$ cat config.mk
export PLATFORM = sky130hd
export DESIGN_NAME = mem_access_stage
export DESIGN_NICKNAME = d
export VERILOG_FILES = /design/src/rtl/pipeline_pkg.sv /design/src/rtl/mem_lane_align.sv /design/src/rtl/mem_access_stage.sv
export SDC_FILE = /design/constraint.sdc
export NUM_CORES = 1
export LEC_CHECK = 0
export CAP_MARGIN = 40
export CORE_AREA = 2 2 100 102
export DETAILED_ROUTE_END_ITERATION = 8
export DIE_AREA = 0 0 102 104
export DONT_BUFFER_PORTS = 1
export GPL_TIMING_DRIVEN = 0
export SYNTH_ARGS = -nofsm -noshare
export SYNTH_HDL_FRONTEND = slang
export SYNTH_SLANG_ARGS = --single-unit
$ cat constraint.sdc
create_clock -name clk -period 2.85 [get_ports clk]
set_clock_uncertainty 0.1 [all_clocks]
set_input_delay 0.285 -clock clk [delete_from_list [all_inputs] [get_ports clk]]
set_output_delay 0.285 -clock clk [all_outputs]
set_load 0.01 [all_outputs]
$ cat src/rtl/pipeline_pkg.sv
// Shared encodings and widths for the MEM stage and its lane-alignment helper.
package pipeline_pkg;

  localparam int unsigned DATA_W     = 32;
  localparam int unsigned REG_ADDR_W = 5;
  localparam int unsigned BE_W       = DATA_W / 8;

  localparam logic [1:0] SZ_BYTE = 2'b00;
  localparam logic [1:0] SZ_HALF = 2'b01;
  localparam logic [1:0] SZ_WORD = 2'b10;

  typedef enum logic [1:0] {
    IDLE = 2'b00,
    BUSY = 2'b01,
    DONE = 2'b10
  } state_e;

endpackage

$ cat src/rtl/mem_lane_align.sv
// Byte-lane steering for the data bus: store enables/replication, load extraction/extension.
module mem_lane_align
  import pipeline_pkg::*;
(
  input  logic [1:0]        addr_lo_i,
  input  logic [1:0]        size_i,
  input  logic              load_unsigned_i,
  input  logic [DATA_W-1:0] store_data_i,
  input  logic [DATA_W-1:0] rdata_i,
  output logic [BE_W-1:0]   be_o,
  output logic [DATA_W-1:0] wdata_o,
  output logic [DATA_W-1:0] load_data_o,
  output logic              misalign_o
);

  logic [DATA_W-1:0] lane;

  // Shift the addressed lane down to bit 0 before extension.
  assign lane = rdata_i >> {addr_lo_i, 3'b000};

  always_comb begin
    be_o        = 4'b1111;
    wdata_o     = store_data_i;
    load_data_o = lane;
    misalign_o  = 1'b0;
    case (size_i)
      SZ_BYTE: begin
        be_o        = 4'b0001 << addr_lo_i;
        wdata_o     = {4{store_data_i[7:0]}};
        load_data_o = load_unsigned_i ? {24'b0, lane[7:0]}
                                      : {{24{lane[7]}}, lane[7:0]};
      end
      SZ_HALF: begin
        be_o        = 4'b0011 << addr_lo_i;
        wdata_o     = {2{store_data_i[15:0]}};
        load_data_o = load_unsigned_i ? {16'b0, lane[15:0]}
                                      : {{16{lane[15]}}, lane[15:0]};
        misalign_o  = addr_lo_i[0];
      end
      default: begin
        misalign_o  = |addr_lo_i;
      end
    endcase
  end

endmodule

$ cat src/rtl/mem_access_stage.sv
// MEM pipeline stage: runs req/ack data-memory transactions and feeds the MEM/WB register.
module mem_access_stage
  import pipeline_pkg::*;
#(
  parameter int unsigned       WAIT_LIMIT = 15,
  parameter logic [DATA_W-1:0] ERR_DATA   = 32'h0000_0000
) (
  input  logic                  clk,
  input  logic                  rst_n,
  input  logic [DATA_W-1:0]     address_in,
  input  logic [DATA_W-1:0]     write_data_in,
  input  logic                  mem_read_in,
  input  logic                  mem_write_in,
  input  logic [1:0]            size_in,
  input  logic                  load_unsigned_in,
  input  logic                  reg_write_in,
  input  logic                  mem_to_reg_in,
  input  logic [REG_ADDR_W-1:0] write_back_destination_in,
  input  logic                  err_clr,
  output logic                  dmem_req,
  output logic                  dmem_we,
  output logic [DATA_W-1:0]     dmem_addr,
  output logic [DATA_W-1:0]     dmem_wdata,
  output logic [BE_W-1:0]       dmem_be,
  input  logic [DATA_W-1:0]     dmem_rdata,
  input  logic                  dmem_ack,
  output logic                  stall_out,
  output logic [DATA_W-1:0]     read_data_out,
  output logic [DATA_W-1:0]     address_out,
  output logic                  reg_write_out,
  output logic                  mem_to_reg_out,
  output logic [REG_ADDR_W-1:0] write_back_destination_out,
  output logic                  misaligned,
  output logic                  bus_err
);

  localparam int unsigned CNT_W = $clog2(WAIT_LIMIT + 1);

  state_e            state_q, state_d;
  logic [CNT_W-1:0]  cnt_q, cnt_d;
  logic [DATA_W-1:0] rdata_q, rdata_d;
  logic              err_q, err_d;
  logic              bus_err_q, bus_err_d;

  logic              mem_op, is_store, misalign_c;
  logic              in_idle, in_busy, in_done;
  logic [BE_W-1:0]   be_c;
  logic [DATA_W-1:0] wdata_c, load_c;

  assign mem_op   = mem_read_in | mem_write_in;
  assign is_store = mem_write_in;
  assign in_busy  = (state_q == BUSY);
  assign in_done  = (state_q == DONE);
  assign in_idle  = ~in_busy & ~in_done;

  mem_lane_align u_lane (
    .addr_lo_i       (address_in[1:0]),
    .size_i          (size_in),
    .load_unsigned_i (load_unsigned_in),
    .store_data_i    (write_data_in),
    .rdata_i         (dmem_rdata),
    .be_o            (be_c),
    .wdata_o         (wdata_c),
    .load_data_o     (load_c),
    .misalign_o      (misalign_c)
  );

  always_ff @(posedge clk or negedge rst_n) begin
    if (!rst_n) begin
      state_q   <= IDLE;
      cnt_q     <= '0;
      rdata_q   <= '0;
      err_q     <= 1'b0;
      bus_err_q <= 1'b0;
    end else begin
      state_q   <= state_d;
      cnt_q     <= cnt_d;
      rdata_q   <= rdata_d;
      err_q     <= err_d;
      bus_err_q <= bus_err_d;
    end
  end

  // Next-state: a timeout in the same cycle as err_clr leaves bus_err set.
  always_comb begin
    state_d   = state_q;
    cnt_d     = cnt_q;
    rdata_d   = rdata_q;
    err_d     = err_q;
    bus_err_d = bus_err_q & ~err_clr;
    case (state_q)
      IDLE: begin
        if (mem_op && !misalign_c) begin
          state_d = BUSY;
          cnt_d   = '0;
          err_d   = 1'b0;
        end
      end
      BUSY: begin
        if (dmem_ack) begin
          rdata_d = is_store ? '0 : load_c;
          state_d = DONE;
        end else if (cnt_q == CNT_W'(WAIT_LIMIT - 1)) begin
          rdata_d   = ERR_DATA;
          err_d     = 1'b1;
          bus_err_d = 1'b1;
          state_d   = DONE;
        end else begin
          cnt_d = cnt_q + CNT_W'(1);
        end
      end
      DONE:    state_d = IDLE;
      default: state_d = IDLE;
    endcase
  end

  assign dmem_req   = in_busy;
  assign dmem_we    = in_busy & is_store;
  assign dmem_addr  = {address_in[DATA_W-1:2], 2'b00};
  assign dmem_wdata = wdata_c;
  assign dmem_be    = be_c;

  assign stall_out  = in_busy | (in_idle & mem_op & ~misalign_c);
  assign misaligned = in_idle & mem_op & misalign_c;
  assign bus_err    = bus_err_q;

  assign address_out                = address_in;
  assign mem_to_reg_out             = mem_to_reg_in;
  assign write_back_destination_out = write_back_destination_in;

  // Stalled cycles present a bubble to MEM/WB so the write-back fires only once, in DONE.
  always_comb begin
    read_data_out = '0;
    reg_write_out = 1'b0;
    if (in_done) begin
      read_data_out = rdata_q;
      reg_write_out = reg_write_in & ~err_q;
    end else if (in_idle) begin
      read_data_out = misaligned ? ERR_DATA : '0;
      reg_write_out = reg_write_in & ~mem_op;
    end
  end

endmodule

==> results of run 1 <==
-- synthesized netlist by cell type (2+ instances only) --
library cell / instances / share of area, %
a21oi_1: 12 / 1.7
a221o_1: 6 / 1.7
a221o_2: 11 / 3.5
a22o_1: 10 / 2.5
and2_1: 33 / 5.8
and3_1: 2 / 0.35
buf_2: 6 / 0.85
buf_4: 80 / 17
clkbuf_1: 13 / 1.4
clkbuf_2: 3 / 0.42
dfrtp_1: 40 / 28
ha_1: 6 / 2.1
inv_1: 5 / 0.53
mux2_2: 33 / 10
mux2i_1: 16 / 4.5
nand2_1: 32 / 3.4
nand2b_1: 3 / 0.53
nand3_1: 3 / 0.42
nand3b_1: 2 / 0.42
nor2_1: 10 / 1.1
nor2b_1: 4 / 0.71
o21ai_0: 35 / 4.9
o21bai_1: 2 / 0.42
or2_2: 2 / 0.35
-- worst paths after layout --
path,from,endpoint,slack (ns),cells past startpoint
min,dmem_rdata[24],rdata_q[24],0.03,1
max reg2reg,state_q[1],rdata_q[25],0.36,7
max,state_q[1],rdata_q[25],0.36,7
min reg2reg,rdata_q[5],rdata_q[5],0.37,2
min in group asynchronous,rst_n,bus_err,0.34,2
max in group asynchronous,rst_n,rdata_q[10],2.09,2
-- power by group through the flow --
stage                     Combinational (uW)  Clock [uW]  Sequential, uW
after detailed placement                 992           0             905
after global routing                    1110         688             917
after CTS                               1010         658             894
final                                   1010         657             899
after floorplan                          807           0             857
after global placement                   971           0             898
-- through the flow --
stage | hold slack (ns) | area (sq um) | total power (uW) | cells | util (%)
floorplan | -0.111 | 3550 | 1660 | 395 | -
global placement | -0.109 | 3710 | 1870 | 528 | 38.9
detailed placement | -0.109 | 3710 | 1900 | 528 | 38.9
CTS | 0.0246 | 3910 | 2570 | 539 | 41.0
global route | 0.0117 | 3910 | 2720 | 539 | 41.0
finish | 0.0264 | 3910 | 2560 | 539 | 41.0
-- worst reg2reg max path: cells and delay by family, from the launching register on --
kind	cells	cell delay (ns)
AOI/OAI and AO/OA	1	0.18
DFF	1	0.41
buffers and inverters	2	0.33
and+or+nand+nor	3	1.02
adders and majority gates	1	0.39
-- logic make-up after synthesis --
| family | synth area share (%) |
|---|---|
| buffers and inverters | 20.6 |
| AND/OR/NAND/NOR | 14.0 |
| AO/OA/AOI/OAI | 19.7 |
| multiplexers | 15.0 |
| flip-flops | 28.2 |
| adder cells (fa/ha/maj) | 2.12 |
| other | 0.106 |
| XOR/XNOR | 0.247 |
-- per-layer routing --
layer / wire [um] / share of wire, % / global-route usage (%) / vias to the layer above
met2: 5770 / 48 / 35.4 / 178
met3: 1310 / 11 / 6.65 / 10
met4: 144 / 1.2 / 5.81 / 0
met5: 0 / 0 / 0 / -
met1: 4700 / 39 / 27.4 / 1447
li1: - / - / - / 1322
-- registers in the layout, indices dropped and copies added, names as in the netlist --
| register | flops |
|---|---|
| bus_err | 1 |
| cnt_q | 4 |
| state_q | 2 |
| err_q | 1 |
| rdata_q | 32 |
-- layout make-up --
class	count	area share, %
plain buffers	104	18.1
clock buffers	5	1.76
clock inverters	3	2.30
inverters	5	0.480
multi-input cells	246	46.5
flip-flops and latches	40	25.6
well taps	133	4.25
repair buffers	3	1.02
==> flow_summary.ini, run 1 <==
[global_route]
overflow = 0
antenna_found_initial = 1
grt_pass1_vias = 2858
grt_pass1_wl_um = 17400
grt_max_degree = 41
grtUsageTotal_pct = 21.6

[power_and_ir_drop]
irDropWorstVdd_v = 0.000263
combinationalPowerShare_pct = 39.3
pwr-share-clk_pct = 25.6
power_frac_seq_pct = 35.1
intPower_uw = 1650
p_leak_uw = 0.00181
power_switching_uw = 912
netSwitchingFraction_pct = 35.6
powerDensity_nw_per_um2 = 655

[logic_synthesis]
ys_seq_area_share_pct = 28.2
ys_seq_elements = 40
synth.distinct_cells = 49
syn_area_per_cell_sq_um = 8.99
yosys_warnings = 0
synth_area_sq_um = 3540
netlist_instances = 394
ys_async_sr_fraction_pct = 100
synth_edf_count = 0
ys.flop_type = dfrtp_1

[cts]
cts_resized = 0
cts_made_buffers = 5
cts-root-buf = clkbuf_8
ctsHoldBuffers = 3
htreeDepth = 2
cts_tree = built
cts_buffer_depth = 2
clk_pin_slew_worst_paths_ns = 0.09
insertion_delay_ns = 0.30
post-cts-setup-buffer-count = 0
clock_sinks = 40

[sta]
totalNegativeSetupSlack_ns = 0
min_period_over_period_pct = 87.3
fin_ws_ns = 0.362
slew-limit-headroom_pct = 44.6
setup_viol = 0
layout_min_cycle_time_ns = 2.49
slew_violations = 0
fmax_mhz = 402
worst_pin_slew_ns = 0.828
hold_viol_final = 0
rsz0062_at_grt = no

[floorplanning]
num_rows = 36
die-area_sq_um = 10600
core_sq_um = 9550
die_h_um = 104
initial_core_util_pct = 37.1
die-width_um = 102
io_pins = 256

[run]
cap_violations = 0

[setup_path]
cpMaxStageDelayCell = nor3b_2
crit_family = simple AND/OR/NAND/NOR gates
slowest_delay_ns = 0.63
critical_path_class = flop to flop
required_ns = 2.99
critical_path_arrival_ns = 2.63
crit_path_cell_trace = inv_1, ha_1, nand3b_1, nor3b_2, nor2b_1, clkbuf_2, a221o_2
crit_buf_inv = 2
cp_max_fo = 9
start_kind = flop
end_kind = flop

[finish]
final_cell_mix = buf_4, dfrtp_1, o21ai_0
area_growth_pct = 10.4
final_common_cell = buf_4
multi_input_area_sq_um = 1820
ff_latch_area_sq_um = 1000
fill_cells = 976
nets = 523
diodes = 0
final_layout_size_suffix_gt1_share_pct = 37.4

[detailed_routing]
drt_pass1_iterations = 4
wl_per_cell_um = 22.1
drtIter0Drc = 202
detail_route.vias_per_cell = 5.49
ant_nets = 0
drt_wl_total_um = 11900
route.detailed.drc = 0
via_count = 2957

[min_path]
hold_class = input port to flop

[placed_design]
routabilityCongestion = 0.828
place_ws_ns = 0.383
dp_hpwl_um = 9710
io_buffers = 0

[run_status]
status = finished clean
Power figures use the tool's default switching activity.
==> inputs of run 2 (changes only) <==
Settings changed: SKIP_CTS_REPAIR_TIMING from default to 1.
==> flow_summary.ini, run 2 (synthesis results as in run 1) <==
[setup_path]
cpMaxStageDelayCell = nor3b_2
cp_max_fo = 9
critical_path_arrival_ns = 2.61
critPathCapture = rdata_q[25]
crit_path_cell_trace = inv_1, ha_1, nand3b_1, nor3b_2, nor2b_1, clkbuf_2, a221o_2
r2r-start = state_q[1]
worstSetupPathDepth = 7
cp-startpoint = state_q[1]
crit_family = simple AND/OR/NAND/NOR gates
crit_buf_inv = 2
slowest_delay_ns = 0.62
critical_path_class = flop to flop
rr_worst_depth = 7
ff2ff_setup_slack_ns = 0.37
start_kind = flop
required_ns = 2.99
worstReg2RegEnd = rdata_q[25]
end_kind = flop

[placed_design]
io_buffers = 0
dp.cells = 528
routabilityCongestion = 0.828
dp_hpwl_um = 9710

[cts]
clock_sinks = 40
cts_tree = built
htreeDepth = 2
cts_made_buffers = 5
cts_buffer_depth = 2
cts-root-buf = clkbuf_8
clk_pin_slew_worst_paths_ns = 0.09
insertion_delay_ns = 0.30

[floorplanning]
initial_core_util_pct = 37.1
num_rows = 36
die_h_um = 104
core_sq_um = 9550
io_pins = 256
die-width_um = 102
die-area_sq_um = 10600

[run]
cap_violations = 0

[detailed_routing]
ant_nets = 0
route.detailed.drc = 0
drt_pass1_iterations = 4
detail_route.vias_per_cell = 5.52
drt_wl_total_um = 12000
wl_per_cell_um = 22.2
via_count = 2974
drtIter0Drc = 188

[global_route]
grt_pass1_vias = 2848
grtUsageTotal_pct = 21.6
grt_pass1_wl_um = 17400
grt_max_degree = 41
overflow = 0
antenna_found_initial = 1

[sta]
min_period_over_period_pct = 86.9
fmax_mhz = 404
setup_viol = 0
hold_viol_final = 0
worst_pin_slew_ns = 0.799
rsz0062_at_grt = no
slew-limit-headroom_pct = 46.6
totalNegativeSetupSlack_ns = 0
slew_violations = 0
layout_min_cycle_time_ns = 2.48

[power_and_ir_drop]
total_power_uw = 2570
combinationalPowerShare_pct = 39.4
p_leak_uw = 0.00181
intPower_uw = 1650
irDropWorstVdd_v = 0.000264
powerDensity_nw_per_um2 = 654
power_switching_uw = 914
power_frac_seq_pct = 35.1
netSwitchingFraction_pct = 35.6
pwr-share-clk_pct = 25.6

[min_path]
hold_class = input port to flop

[run_status]
status = finished clean

[finish]
largest_reg_flops = 32
fin_cells = 539
fill_cells = 974
top_regs = rdata_q: 32 flops, cnt_q: 4 flops, state_q: 2 flops
final_common_cell = buf_4
area_growth_pct = 10.6
final_cell_mix = buf_4, dfrtp_1, o21ai_0
diodes = 0
nets = 523
final_layout_size_suffix_gt1_share_pct = 37.4
largest_register = rdata_q
## run 2: area by class of cell
type / count / area [sq um] / area share [%]
plain buffers: 104 / 709 / 18.1
clock buffers: 5 / 68.8 / 1.76
clock inverters: 3 / 90.1 / 2.30
inverters: 5 / 18.8 / 0.479
multi-input cells: 246 / 1820 / 46.4
flip-flops and latches: 40 / 1000 / 25.5
well taps: 133 / 166 / 4.25
repair buffers: 3 / 47.5 / 1.21
## run 2: per-stage QoR
step	util (%)	setup WS (ns)	hold slack [ns]	instance area, sq um
final	41.1	0.374	0.0275	3920
after global routing	41.1	0.193	0.0117	3920
after CTS	40.6	0.378	-0.432	3870
after detailed placement	38.9	0.383	-0.109	3710
after global placement	38.9	0.458	-0.109	3710
after floorplan	-	0.924	-0.111	3550
## run 2: worst min-delay path by stage
stage              startpoint  slack [ns]  cells after the start           to
6_report       dmem_rdata[27]        0.03                      1  rdata_q[27]
5_1_grt        dmem_rdata[29]        0.01                      1  rdata_q[29]
4_1_cts                 rst_n       -0.43                      0      bus_err
3_5_place_dp            rst_n       -0.11                      0      bus_err
3_3_place_gp            rst_n       -0.11                      0      bus_err
2_1_floorplan           rst_n       -0.11                      0      bus_err
## run 2: routing by layer
layer / vias to the layer above / part of all wire, % / track usage (%)
met5: - / 0 / 0
met4: 0 / 1.5 / 5.81
met2: 187 / 48 / 35.5
li1: 1324 / - / -
met3: 11 / 10 / 6.59
met1: 1452 / 40 / 27.3
## run 2: power groups by stage
| stage | combinational, uW | clock (uW) | sequential, uW |
|---|---|---|---|
| 3_3_place_gp | 971 | 0 | 898 |
| 2_1_floorplan | 807 | 0 | 857 |
| 4_1_cts | 997 | 658 | 894 |
| 3_5_place_dp | 992 | 0 | 905 |
| 5_1_grt | 1110 | 688 | 917 |
| 6_report | 1010 | 656 | 899 |
==> inputs of run 3 (changes only) <==
Settings changed: PLACE_DENSITY from default to 0.61, SETUP_SLACK_MARGIN from default to 0.15.
==> flow_summary.ini, run 3 (synthesis results as in run 1) <==
[sta]
slew_violations = 0
fmax_mhz = 403
rsz0062_at_grt = no
setup_viol = 0
worst_pin_slew_ns = 0.780
slew-limit-headroom_pct = 47.8
holdWs_ns = 0.0262
hold_viol_final = 0
totalNegativeSetupSlack_ns = 0
layout_min_cycle_time_ns = 2.48
min_period_over_period_pct = 87.0

[finish]
area_growth_pct = 9.43
fin_area_sq_um = 3880
largest_reg_flops = 32
final_cell_mix = buf_4, dfrtp_1, o21ai_0
top_regs = rdata_q: 32 flops, cnt_q: 4 flops, state_q: 2 flops
largest_register = rdata_q
final_common_cell = buf_4
nets = 523
final_layout_size_suffix_gt1_share_pct = 37.4
fill_cells = 963
ff_latch_area_sq_um = 1000
multi_input_area_sq_um = 1820

[cts]
htreeDepth = 2
insertion_delay_ns = 0.30
cts_buffer_depth = 2
clk_pin_slew_worst_paths_ns = 0.08
clock_sinks = 40
cts-root-buf = clkbuf_8
cts_made_buffers = 5
cts_tree = built

[global_route]
grt_pass1_wl_um = 17100
grt_pass1_vias = 2884
antenna_found_initial = 3
grtUsageTotal_pct = 21.3
overflow = 0
grt_max_degree = 41

[floorplanning]
core_sq_um = 9550
die_h_um = 104
initial_core_util_pct = 37.1
die-width_um = 102
num_rows = 36
io_pins = 256
die-area_sq_um = 10600

[detailed_routing]
via_count = 2887
wl_per_cell_um = 21.6
drt_pass1_iterations = 4
ant_nets = 0
drtIter0Drc = 118
route.detailed.drc = 0
detail_route.vias_per_cell = 5.34
drt_wl_total_um = 11700

[setup_path]
end_kind = flop
critical_path_arrival_ns = 2.62
ff2ff_setup_slack_ns = 0.37
critical_path_class = flop to flop
start_kind = flop
worstReg2RegEnd = rdata_q[30]
cp_max_fo = 9
required_ns = 2.99
r2r-start = state_q[1]
rr_worst_depth = 7

[power_and_ir_drop]
powerDensity_nw_per_um2 = 611
irDropWorstVdd_v = 0.000195
p_leak_uw = 0.00179

[min_path]
hold_class = input port to flop
holdPathStages = 1
worstHoldStart = dmem_rdata[25]
min_to = rdata_q[25]

[placed_design]
io_buffers = 0
dp_hpwl_um = 9560
placed_area_sq_um = 3710
routabilityCongestion = 0.842

[run_status]
status = finished clean

[run]
cap_violations = 0
==> run 3: cell types whose count changed in the layout (fill, tap and decap cells not counted), sizes merged <==
cell,before,now
clkinvlp,0,1
diode,0,2
bufinv,3,1
clkinv,0,1
==> run 3: layer usage <==
layer | track usage [%] | vias up | part of all wire [%]
li1 | - | 1320 | -
met1 | 24.0 | 1373 | 36
met2 | 36.2 | 180 | 50
met3 | 9.68 | 12 | 13
met4 | 5.14 | 2 | 1.4
met5 | 0 | - | 0.11
==> run 3: worst max-delay path, stage by stage, from the launching register on <==
cell      delay [ns]
dfrtp_1         0.40
inv_1           0.11
ha_1            0.38
nand3b_1        0.19
nor3b_2         0.62
nor2b_1         0.21
clkbuf_2        0.22
a221o_2         0.18
==> run 3: worst max path at each step <==
| stage | start | endpoint | slack (ns) | cells after the start |
|---|---|---|---|---|
| after floorplan | state_q[1] | rdata_q[27] | 0.92 | 7 |
| after global placement | state_q[1] | rdata_q[25] | 0.43 | 7 |
| after detailed placement | state_q[1] | rdata_q[30] | 0.38 | 7 |
| after CTS | state_q[1] | rdata_q[30] | 0.38 | 7 |
| after global routing | state_q[1] | rdata_q[30] | 0.22 | 7 |
| final | state_q[1] | rdata_q[30] | 0.37 | 7 |
==> run 3: layout make-up <==
cell class,count,share of cell area (%)
Multi-Input combinational cell,246,46.9
Sequential cell,40,25.8
Buffer,104,18.3
Tap cell,133,4.29
Clock buffer,5,1.77
Timing Repair Buffer,3,1.23
Clock inverter,3,1.10
Inverter,5,0.484
Antenna cell,2,0.129
==> run 3: power by group <==
| group | internal (uW) | switching [uW] |
|---|---|---|
| Sequential | 771 | 124 |
| Clock | 259 | 213 |
| Combinational | 441 | 561 |
==> run 3: metrics by stage <==
stage	util (%)	worst slack (ns)	total power, uW	cells
2_1_floorplan	-	0.924	1660	395
3_3_place_gp	38.9	0.430	1870	528
3_5_place_dp	38.9	0.384	1900	528
4_1_cts	40.1	0.385	2370	536
5_1_grt	40.6	0.216	2540	539
6_report	40.6	0.370	2370	541
